--- config.mk ---
export PLATFORM = sky130hd
export DESIGN_NAME = pixel_prefetch_fifo_flat
export DESIGN_NICKNAME = d
export VERILOG_FILES = /design/src/rtl/pixel_prefetch_fifo_if.sv /design/src/rtl/pixel_prefetch_fifo.sv /design/src/flat_wrapper.sv
export SDC_FILE = /design/constraint.sdc
export NUM_CORES = 1
export LEC_CHECK = 0
export ABC_AREA = 1
export CORE_MARGIN = 2
export CORE_UTILIZATION = 35
export CTS_BUF_LIST = sky130_fd_sc_hd__clkbuf_2 sky130_fd_sc_hd__clkbuf_4 sky130_fd_sc_hd__clkbuf_8
export DETAILED_ROUTE_END_ITERATION = 8
export HOLD_SLACK_MARGIN = 0.05
export PLACE_DENSITY_LB_ADDON = 0.3
export SYNTH_ARGS = -nofsm -noshare
export SYNTH_HDL_FRONTEND = slang
export SYNTH_SLANG_ARGS = --single-unit
--- constraint.sdc ---
create_clock -name i_pixclk -period 3.9 [get_ports i_pixclk]
set_clock_uncertainty 0.1 [all_clocks]
set_input_delay 0.78 -clock i_pixclk [delete_from_list [all_inputs] [get_ports i_pixclk]]
set_output_delay 0.78 -clock i_pixclk [all_outputs]
set_load 0.01 [all_outputs]
--- src/rtl/pixel_prefetch_fifo_if.sv ---
// -----------------------------------------------------------------------------
// pixel_prefetch_fifo_if
// Request/return bus between the pixel prefetcher and the PanoCore shader.
//
// Request side (prefetcher -> shader):
//   pix_x      12  two's-complement shader column, valid only with req
//   pix_y      11  two's-complement shader row, valid only with req
//   req         1  pixel request valid
//   eol         1  request is the last column of a line
//   eof         1  request is the last pixel of the frame
//   vsync       1  request is pixel (0,0)
// Return side (shader -> prefetcher):
//   pix_valid   1  shader result valid
//   pix_r/g/b   8  shader result colour
//
// Modports: master = prefetcher, slave = shader.
// -----------------------------------------------------------------------------
interface pixel_prefetch_fifo_if;
    logic [11:0] pix_x;
    logic [10:0] pix_y;
    logic        req;
    logic        eol;
    logic        eof;
    logic        vsync;
    logic        pix_valid;
    logic [7:0]  pix_r;
    logic [7:0]  pix_g;
    logic [7:0]  pix_b;

    modport master (
        output pix_x, pix_y, req, eol, eof, vsync,
        input  pix_valid, pix_r, pix_g, pix_b
    );

    modport slave (
        input  pix_x, pix_y, req, eol, eof, vsync,
        output pix_valid, pix_r, pix_g, pix_b
    );
endinterface

--- src/rtl/pixel_prefetch_fifo.sv ---
// -----------------------------------------------------------------------------
// pixel_prefetch_fifo
// Issues the shader's pixel-request stream ahead of display and buffers the
// shader results in a first-word-fall-through FIFO. A request is only issued
// while (results in flight + results buffered) < DEPTH, so the FIFO can never
// overflow no matter how long the shader pipeline is.
//
// Ports:
//   i_pixclk          pixel clock
//   reset             synchronous, active-high
//   i_newframe        display frame-start pulse: flushes and restarts the frame
//   i_rd              display read strobe: pops the FIFO head
//   o_red/grn/blu     FIFO head, or FILL_RGB when the FIFO is empty
//   shader            request/return bus to the shader (master side)
//   o_underflow       sticky: a read arrived while the FIFO was empty
//   o_underflow_cnt   saturating count of such reads
// -----------------------------------------------------------------------------
module pixel_prefetch_fifo #(
    parameter int          H_ACTIVE = 640,
    parameter int          V_ACTIVE = 480,
    parameter int          X_OFFSET = 320,
    parameter int          Y_OFFSET = 240,
    parameter int          DEPTH    = 16,
    parameter logic [23:0] FILL_RGB = 24'h000000
) (
    input  logic                        i_pixclk,
    input  logic                        reset,
    input  logic                        i_newframe,
    input  logic                        i_rd,
    output logic [7:0]                  o_red,
    output logic [7:0]                  o_grn,
    output logic [7:0]                  o_blu,
    pixel_prefetch_fifo_if.master       shader,
    output logic                        o_underflow,
    output logic [15:0]                 o_underflow_cnt
);

    localparam int COL_W = $clog2(H_ACTIVE);
    localparam int ROW_W = $clog2(V_ACTIVE);
    localparam int PTR_W = $clog2(DEPTH);
    localparam int CNT_W = $clog2(DEPTH + 1);

    localparam logic [COL_W-1:0] COL_LAST = COL_W'(H_ACTIVE - 1);
    localparam logic [ROW_W-1:0] ROW_LAST = ROW_W'(V_ACTIVE - 1);
    localparam logic [CNT_W:0]   CREDITS  = (CNT_W + 1)'(DEPTH);

    typedef enum logic [1:0] {
        ST_IDLE  = 2'd0,
        ST_RUN   = 2'd1,
        ST_DONE  = 2'd2,
        ST_FLUSH = 2'd3
    } state_t;

    state_t             state_r;
    state_t             state_s;
    logic [COL_W-1:0]   col_r;
    logic [ROW_W-1:0]   row_r;
    logic [CNT_W-1:0]   inflight_r;
    logic [CNT_W-1:0]   count_r;
    logic [PTR_W-1:0]   wr_ptr_r;
    logic [PTR_W-1:0]   rd_ptr_r;
    logic [23:0]        mem_r [DEPTH];
    logic               underflow_r;
    logic [15:0]        underflow_cnt_r;

    logic               credit_s;
    logic               issue_s;
    logic               at_eol_s;
    logic               at_eof_s;
    logic               ret_s;
    logic               push_s;
    logic               pop_s;
    logic               under_s;
    logic [23:0]        head_s;

    // Credits cover both outstanding shader work and buffered results.
    assign credit_s = ({1'b0, inflight_r} + {1'b0, count_r}) < CREDITS;
    assign at_eol_s = (col_r == COL_LAST);
    assign at_eof_s = at_eol_s && (row_r == ROW_LAST);

    // A result only counts when something is actually outstanding; strays
    // (e.g. from before a reset) are dropped.
    assign ret_s   = shader.pix_valid && (inflight_r != CNT_W'(0));
    // Results are kept only while a frame is live; FLUSH and the frame-start
    // cycle itself throw them away.
    assign push_s  = ret_s && ((state_r == ST_RUN) || (state_r == ST_DONE)) && !i_newframe;
    assign pop_s   = i_rd && (count_r != CNT_W'(0)) && !i_newframe;
    assign under_s = i_rd && (count_r == CNT_W'(0)) && !i_newframe;

    // State register.
    always_ff @(posedge i_pixclk) begin
        if (reset) begin
            state_r <= ST_IDLE;
        end else begin
            state_r <= state_s;
        end
    end

    // Next-state logic.
    always_comb begin
        state_s = state_r;
        case (state_r)
            ST_IDLE: begin
                if (i_newframe) state_s = ST_RUN;
                else            state_s = ST_IDLE;
            end
            ST_RUN: begin
                if (i_newframe)              state_s = ST_FLUSH;
                else if (issue_s && at_eof_s) state_s = ST_DONE;
                else                         state_s = ST_RUN;
            end
            ST_DONE: begin
                if (i_newframe) state_s = ST_FLUSH;
                else            state_s = ST_DONE;
            end
            ST_FLUSH: begin
                // col/row were already rewound by i_newframe, so the new
                // frame begins at (0,0) as soon as the old work has drained.
                if (inflight_r == CNT_W'(0)) state_s = ST_RUN;
                else                         state_s = ST_FLUSH;
            end
            default: state_s = ST_IDLE;
        endcase
    end

    // FSM outputs: requests flow only in RUN and only while a credit is free.
    always_comb begin
        issue_s = 1'b0;
        case (state_r)
            ST_RUN:  issue_s = credit_s;
            default: issue_s = 1'b0;
        endcase
    end

    assign shader.req   = issue_s;
    assign shader.eol   = issue_s && at_eol_s;
    assign shader.eof   = issue_s && at_eof_s;
    assign shader.vsync = issue_s && (col_r == COL_W'(0)) && (row_r == ROW_W'(0));
    // Centred coordinates, wrapped to the port width.
    assign shader.pix_x = 12'(int'(col_r) - X_OFFSET);
    assign shader.pix_y = 11'(Y_OFFSET - int'(row_r));

    // Raster position of the next request.
    always_ff @(posedge i_pixclk) begin
        if (reset) begin
            col_r <= COL_W'(0);
            row_r <= ROW_W'(0);
        end else if (i_newframe) begin
            col_r <= COL_W'(0);
            row_r <= ROW_W'(0);
        end else if (issue_s) begin
            if (at_eol_s) begin
                col_r <= COL_W'(0);
                if (row_r == ROW_LAST) row_r <= ROW_W'(0);
                else                   row_r <= row_r + ROW_W'(1);
            end else begin
                col_r <= col_r + COL_W'(1);
                row_r <= row_r;
            end
        end else begin
            col_r <= col_r;
            row_r <= row_r;
        end
    end

    // Outstanding shader requests; survives i_newframe so FLUSH can drain it.
    always_ff @(posedge i_pixclk) begin
        if (reset) begin
            inflight_r <= CNT_W'(0);
        end else begin
            case ({issue_s, ret_s})
                2'b10:   inflight_r <= inflight_r + CNT_W'(1);
                2'b01:   inflight_r <= inflight_r - CNT_W'(1);
                default: inflight_r <= inflight_r;
            endcase
        end
    end

    // FIFO occupancy and pointers.
    always_ff @(posedge i_pixclk) begin
        if (reset || i_newframe) begin
            count_r  <= CNT_W'(0);
            wr_ptr_r <= PTR_W'(0);
            rd_ptr_r <= PTR_W'(0);
        end else begin
            case ({push_s, pop_s})
                2'b10:   count_r <= count_r + CNT_W'(1);
                2'b01:   count_r <= count_r - CNT_W'(1);
                default: count_r <= count_r;
            endcase
            if (push_s) wr_ptr_r <= wr_ptr_r + PTR_W'(1);
            else        wr_ptr_r <= wr_ptr_r;
            if (pop_s)  rd_ptr_r <= rd_ptr_r + PTR_W'(1);
            else        rd_ptr_r <= rd_ptr_r;
        end
    end

    // FIFO storage.
    always_ff @(posedge i_pixclk) begin
        if (push_s) begin
            mem_r[wr_ptr_r] <= {shader.pix_r, shader.pix_g, shader.pix_b};
        end
    end

    // First-word-fall-through head, with fill colour when nothing is buffered.
    always_comb begin
        head_s = FILL_RGB;
        if (count_r != CNT_W'(0)) head_s = mem_r[rd_ptr_r];
        else                      head_s = FILL_RGB;
    end

    assign o_red = head_s[23:16];
    assign o_grn = head_s[15:8];
    assign o_blu = head_s[7:0];

    // Underflow flag and saturating counter, cleared only by reset.
    always_ff @(posedge i_pixclk) begin
        if (reset) begin
            underflow_r     <= 1'b0;
            underflow_cnt_r <= 16'd0;
        end else if (under_s) begin
            underflow_r <= 1'b1;
            if (underflow_cnt_r != 16'hFFFF) underflow_cnt_r <= underflow_cnt_r + 16'd1;
            else                             underflow_cnt_r <= underflow_cnt_r;
        end else begin
            underflow_r     <= underflow_r;
            underflow_cnt_r <= underflow_cnt_r;
        end
    end

    assign o_underflow     = underflow_r;
    assign o_underflow_cnt = underflow_cnt_r;

endmodule
--- src/flat_wrapper.sv ---
// flat-port wrapper written by rule: the top's interface ports become plain ports
module pixel_prefetch_fifo_flat 
#(
    parameter int          H_ACTIVE = 640,
    parameter int          V_ACTIVE = 480,
    parameter int          X_OFFSET = 320,
    parameter int          Y_OFFSET = 240,
    parameter int          DEPTH    = 16,
    parameter logic [23:0] FILL_RGB = 24'h000000
)
  (i_pixclk, reset, i_newframe, i_rd, o_red, o_grn, o_blu, o_underflow, o_underflow_cnt, shader_pix_x, shader_pix_y, shader_req, shader_eol, shader_eof, shader_vsync, shader_pix_valid, shader_pix_r, shader_pix_g, shader_pix_b);
  pixel_prefetch_fifo_if shader_i ();
  input  logic i_pixclk;
  input  logic reset;
  input  logic i_newframe;
  input  logic i_rd;
  output logic [7:0] o_red;
  output logic [7:0] o_grn;
  output logic [7:0] o_blu;
  output logic o_underflow;
  output logic [15:0] o_underflow_cnt;
  output wire logic [$bits(shader_i.pix_x)-1:0] shader_pix_x;
  output wire logic [$bits(shader_i.pix_y)-1:0] shader_pix_y;
  output wire logic [$bits(shader_i.req)-1:0] shader_req;
  output wire logic [$bits(shader_i.eol)-1:0] shader_eol;
  output wire logic [$bits(shader_i.eof)-1:0] shader_eof;
  output wire logic [$bits(shader_i.vsync)-1:0] shader_vsync;
  input wire logic [$bits(shader_i.pix_valid)-1:0] shader_pix_valid;
  input wire logic [$bits(shader_i.pix_r)-1:0] shader_pix_r;
  input wire logic [$bits(shader_i.pix_g)-1:0] shader_pix_g;
  input wire logic [$bits(shader_i.pix_b)-1:0] shader_pix_b;
  assign shader_pix_x = shader_i.pix_x;
  assign shader_pix_y = shader_i.pix_y;
  assign shader_req = shader_i.req;
  assign shader_eol = shader_i.eol;
  assign shader_eof = shader_i.eof;
  assign shader_vsync = shader_i.vsync;
  assign shader_i.pix_valid = shader_pix_valid;
  assign shader_i.pix_r = shader_pix_r;
  assign shader_i.pix_g = shader_pix_g;
  assign shader_i.pix_b = shader_pix_b;
  pixel_prefetch_fifo #(.H_ACTIVE(H_ACTIVE), .V_ACTIVE(V_ACTIVE), .X_OFFSET(X_OFFSET), .Y_OFFSET(Y_OFFSET), .DEPTH(DEPTH), .FILL_RGB(FILL_RGB)) u_core (.i_pixclk(i_pixclk), .reset(reset), .i_newframe(i_newframe), .i_rd(i_rd), .o_red(o_red), .o_grn(o_grn), .o_blu(o_blu), .shader(shader_i), .o_underflow(o_underflow), .o_underflow_cnt(o_underflow_cnt));
endmodule
* After elaboration in Yosys (flattened, before gate mapping) *
Memory sizes are Yosys's and may differ from the RTL's. A register that Yosys moved wholly into a read port is not among the register bits.
Cells that the tools add are included.

word-level totals
  flip-flop bits (word level) = 56
  bits in writable memories = 384
  input port bits = 29
  output and inout port bits = 68
  word-level logic and storage cells = 76
  memories = 1

memory list
  name          words  bits a word  read ports  clocked after Yosys merged registers in  wr ports  line                       text
  u_core.mem_r  16     24           1           1                                        1         pixel_prefetch_fifo.sv:62  logic [23:0] mem_r [DEPTH];

cells by class
  add/sub/neg operators = 12
  $lt $le $gt $ge = 1
  eq/ne operators = 10
  mux-type cells = 16
  reduce and logical (&&, ||, !) cells = 27

operators with widths
  cell                                                                   count
  24-bit two-way mux                                                     1
  5-bit one-hot mux with 2 select lines                                  2
  16-bit by 1-bit adder with 16-bit output (second input constant)       1
  16-bit inequality test (second input constant)                         1
  1-bit logical AND                                                      12
  10-bit by 9-bit subtractor with 11-bit output (second input constant)  1
  10-bit by 1-bit adder with 10-bit output (second input constant)       1
  5-bit by 1-bit adder with 5-bit output (second input constant)         2
  10-bit equality test (second input constant)                           1
  10-bit logical NOT                                                     1
  5-bit logical NOT                                                      2
  10-bit two-way mux                                                     1
  5-bit nonzero test                                                     2
  5-bit by 1-bit subtractor with 5-bit output (second input constant)    2
  8-bit by 9-bit subtractor with 10-bit output (first input constant)    1
  9-bit by 1-bit adder with 9-bit output (second input constant)         1
  9-bit equality test (second input constant)                            1
  9-bit logical NOT                                                      1
  9-bit two-way mux                                                      1
  4-bit by 1-bit adder with 4-bit output (second input constant)         2
  2-bit equality test (second input constant)                            4
  4-bit two-way mux                                                      2
  2-bit one-hot mux with 4 select lines                                  1
  5-bit by 5-bit adder with 6-bit output                                 1
  other kinds (10)                                                       21

* Longest topological paths before layout *
  depth after elaboration = 7
  mapped depth = 15
  gate-level depth less buffers = 14

* Least setup slack after synthesis *
Ideal clock, no wire load.

  path type = in2reg
  from = in shader_pix_valid
  to = mem u_core.mem_r[11][0] (enable)
  setup time = 405 ps
  arrival time = 2,406 ps
  data required time = 3,395 ps
  slack = 989 ps
  cell stages on the path = 4
  path buffers = 0
  path through = nand3_1 -> nor2_1 -> nand3_1 -> nor2_1

between the ends
  longest elaborated chain between the ends = 5

ends and longest elaborated chain
  item                                     line                        text
  start, declared                          flat_wrapper.sv:28          input wire logic [$bits(shader_i.pix_valid)-1:0] shader_pix_valid;
  1-bit logical AND                        pixel_prefetch_fifo.sv:83   assign ret_s = shader.pix_valid && (inflight_r != CNT_W'(0));
  1-bit logical AND (2 in a row)           pixel_prefetch_fifo.sv:86   assign push_s = ret_s && ((state_r == ST_RUN) || (state_r == ST_DONE)) && !i_newframe;
  1-bit two-way mux                        pixel_prefetch_fifo.sv:200  if (push_s) begin
  1-bit two-way mux (not written as such)  pixel_prefetch_fifo.sv:201  mem_r[wr_ptr_r] <= {shader.pix_r, shader.pix_g, shader.pix_b};
  end, declared                            pixel_prefetch_fifo.sv:62

No other way between the ends.

==> results.md <==
* PD cells at roughly 450 nW/µm²
* DR WL/cell at 18.1 µm
* Tcrit/Tclk final at 95.5%
* Die Y at roughly 240 µm
* Initial antenna violation count at 4
* Slowest stage delay, CP at 0.60 ns
* Post-synth EDFFs at between 300 and 400
* FFs w/ async S/R, synth at 0%
* Largest net degree at the start of global routing at 127
* Skew-Pair Late Insertion Delay at about 0.65 ns
* Worst VDD drop at 0.238 mV
* Crit path max-delay family: buffers and inverters
* Synthesized net count at about 1900
* Simple-Gate Fraction of Synth Area at about 17%
* Mux contribution to synthesized area at 0%
* Routed Antenna Nets at 0
* Yosys cell types at 31
* Total Wirelength at between 40000 and 50000 µm
* H-tree depth at 3
* Slew Limit Fails at 0
* Worst-path maximum fanout at 66
* Via density at ~5
* FP Rows at between 80 and 90
* CP max stage cell: clkdlybuf4s50_1
* Layout Cells excl Fill at approximately 2700
* Largest family of logic cells by synthesized area: simple AND/OR/NAND/NOR gates
* Crit Path Class: reg2out
* Setup-failing EPs final at 0
* Die boundary width at 238 µm
* Compound-Gate Fraction of Synth Area at 8.31%
* Pre-CTS worst setup slack at 0.593 ns
* Number of global-route vias before repair at roughly 13000
* PnR worst setup slack at about 0.17 ns
* RePlAce Congestion at between 0.8 and 0.9
* Critical Path RT at roughly 3.0 ns
* Post-DP HPWL at approximately 26000 µm
* Sw frac at 22.8%
* Combinational power share at about 5.9%
* CP Data Arrival Time at around 2.9 ns
* Register share of total power at about 52%
* Total track usage at between 10% and 20%
* Area of the mapped netlist at 19200 µm²
* F_max at between 200 and 300 MHz
* Yosys reg bits at approximately 440
* Pleak at 8.14 nW
* Drc violations at 0
* Die area at 56600 µm²
* CTS tree: yes
* Initial core utilization at between 30% and 40%
* Outcome: finished clean
* Relative slew slack at between 50% and 60%
* Synth Area in Adders at 2.17%
* Port bufs at 96
* Post-Synth XOR/XNOR Area at under 10%
* Startpoint Class: register
* Synth warn at 0
* Initial DRC Count at roughly 980
* Inst Count DP at between 2000 and 3000
* Pint at ~7.8 mW
* Minimum hold slack at around 0.37 ns
* Sw Pwr at 2.32 mW
* Post-route core utilization at ~42%
* Area grow syn2layout at 18.5%
* Drt pass-1 iters at 5
* CTS Buffer Depth at 3
* Root buf cell: clkbuf_8
* Antenna Diode Count at 0
* Worst Tran Pin Value at ~0.65 ns
* Final #Nets at between 1500 and 2000
* Hold WC Path Type: reg2reg
* Grt ovf at 0
* Clock sink count at 444
* Total number of vias at about 13000
* Final instance area at roughly 23000 µm²
* CP cell instances: clkbuf_8 -> nand2_1 -> nand3_1 -> nand2_1 -> a21oi_1 -> o31ai_1 -> a21oi_1 -> clkdlybuf4s50_1
* Clk slew on worst S/H paths at ~0.050 ns
* WP buf/inv at 2
* Core area at 53900 µm²
* Share of layout cells above drive strength 1 at 10.6%
* Syn_area_per_cell at 10.7 µm²
* TritonCTS buffer count at 78
* First-pass GRT wire length at ~74000 µm
* I/O pin total at 97
* Max Cap Violations at 0
* RSZ-0062 raised after global routing: true
* Tmin final at about 3.7 ns
* Endpoint class of the critical path: primary output
* Clk pwr share at ~43%
* Final Hold Fails at 0
* Placed Area at ~21000 µm²
* Post-synthesis sequential area ratio at between 60% and 70%
* Cells after Synth at 1796
* Synth Flop Type: edfxtp_1
metrics by stage:
stage / TNS (ns) / power, mW
floorplan: 0 / 5.69
global placement: 0 / 5.92
detailed placement: 0 / 5.93
CTS: 0 / 10.3
global route: -0.0217 / 10.5
finish: 0 / 10.2
kinds of logic (layout without fill, tap and decap cells):
| group | Yosys count | in the layout |
|---|---|---|
| flops | 444 | 444 |
| fa+ha+maj | 32 | 32 |
| compound gates | 294 | 294 |
| simple gates | 818 | 818 |
| xor+xnor | 30 | 30 |
| buf+inv | 178 | 353 |
cell usage after synthesis (all sizes together) (6+ instances only):
master | instances | area [µm²]
nand2 | 483 | 1810
edfxtp | 384 | 11500
nor2 | 177 | 667
a21oi | 173 | 866
nand3 | 130 | 663
o21ai | 73 | 365
inv | 72 | 270
buf | 67 | 420
dfxtp | 60 | 1200
o31ai | 48 | 360
clkbuf | 37 | 140
ha | 30 | 375
xor2 | 24 | 210
nor3 | 16 | 95.1
nand4 | 6 | 37.5
xnor2 | 6 | 52.6
registers in the layout, indices dropped and copies added, names as in the netlist, named ones only:
name,cells
u_core.col_r,10
u_core.count_r,5
u_core.inflight_r,5
u_core.mem_r,384
u_core.o_underflow,1
u_core.o_underflow_cnt,16
u_core.rd_ptr_r,4
u_core.row_r,9
u_core.state_r,2
u_core.wr_ptr_r,4
tightest hold or removal path, delay by kind of cell (launching register included):
kind	cells	cell delay, ns
DFF	1	0.29
AOI/OAI and AO/OA	1	0.08
buffers and inverters	1	0.05
cell usage in the layout (no fill, tap or decap), types with 3 or more instances in the layout:
cell type and n:
nand3_1 129, clkinv_2 6, buf_16 3, nor3_2 3, nor2_4 16, o21ai_0 71
nand2_1 482, a21oi_2 4, xnor2_1 6, nor3_1 13, inv_2 4, buf_12 9
o31ai_1 48, clkdlybuf4s50_1 95, nor2_1 160, buf_4 26, dfxtp_1 56, inv_1 65
ha_1 30, clkbuf_4 33, nand4_1 6, nor4_1 3, xor2_1 24, edfxtp_1 384
a21oi_1 169, clkbuf_8 87, clkinv_1 14
path summary, 6_finish.rpt:
check,end,slack (ns),from,cells after the start
hold reg to reg,u_core.rd_ptr_r[3],0.37,u_core.rd_ptr_r[3],2
hold / removal,u_core.rd_ptr_r[3],0.37,u_core.rd_ptr_r[3],2
setup / recovery,o_blu[0],0.17,register,8
setup reg to reg,u_core.inflight_r[4],1.08,u_core.inflight_r[1],14
final cells by class:
| class | count | area [µm²] |
|---|---|---|
| fill | 5062 | 31200 |
| sequential | 444 | 12700 |
| multi-input combinational | 1174 | 5720 |
| timing repair buffer | 138 | 1480 |
| clock buffer | 119 | 1430 |
| tap | 696 | 871 |
| inverter | 74 | 289 |
| clock inverter | 22 | 151 |
timing repair:
action	CTS	global route
gates cloned	0	1
setup endpoints to repair	17	18
buffers inserted	3	1
pin swaps	0	1
gates resized for setup	5	11
hold buffers	0	0
routing by layer:
layer  vias up  share of wire, %  global-route usage [%]
met2       341                47                    27.8
met5         -              0.11                       0
li1       6448                 -                       -
met4         8               2.4                    5.95
met3        89               5.2                    3.64
met1      6446                45                    22.3
power by group through the flow:
| stage | Combinational (mW) | Clock (mW) | Sequential (mW) |
|---|---|---|---|
| detailed placement | 0.592 | 0 | 5.34 |
| floorplan | 0.358 | 0 | 5.33 |
| CTS | 0.602 | 4.41 | 5.24 |
| global route | 0.680 | 4.61 | 5.25 |
| finish | 0.600 | 4.31 | 5.24 |
| global placement | 0.576 | 0 | 5.34 |
Note: power is estimated with default switching activity, not from simulation.
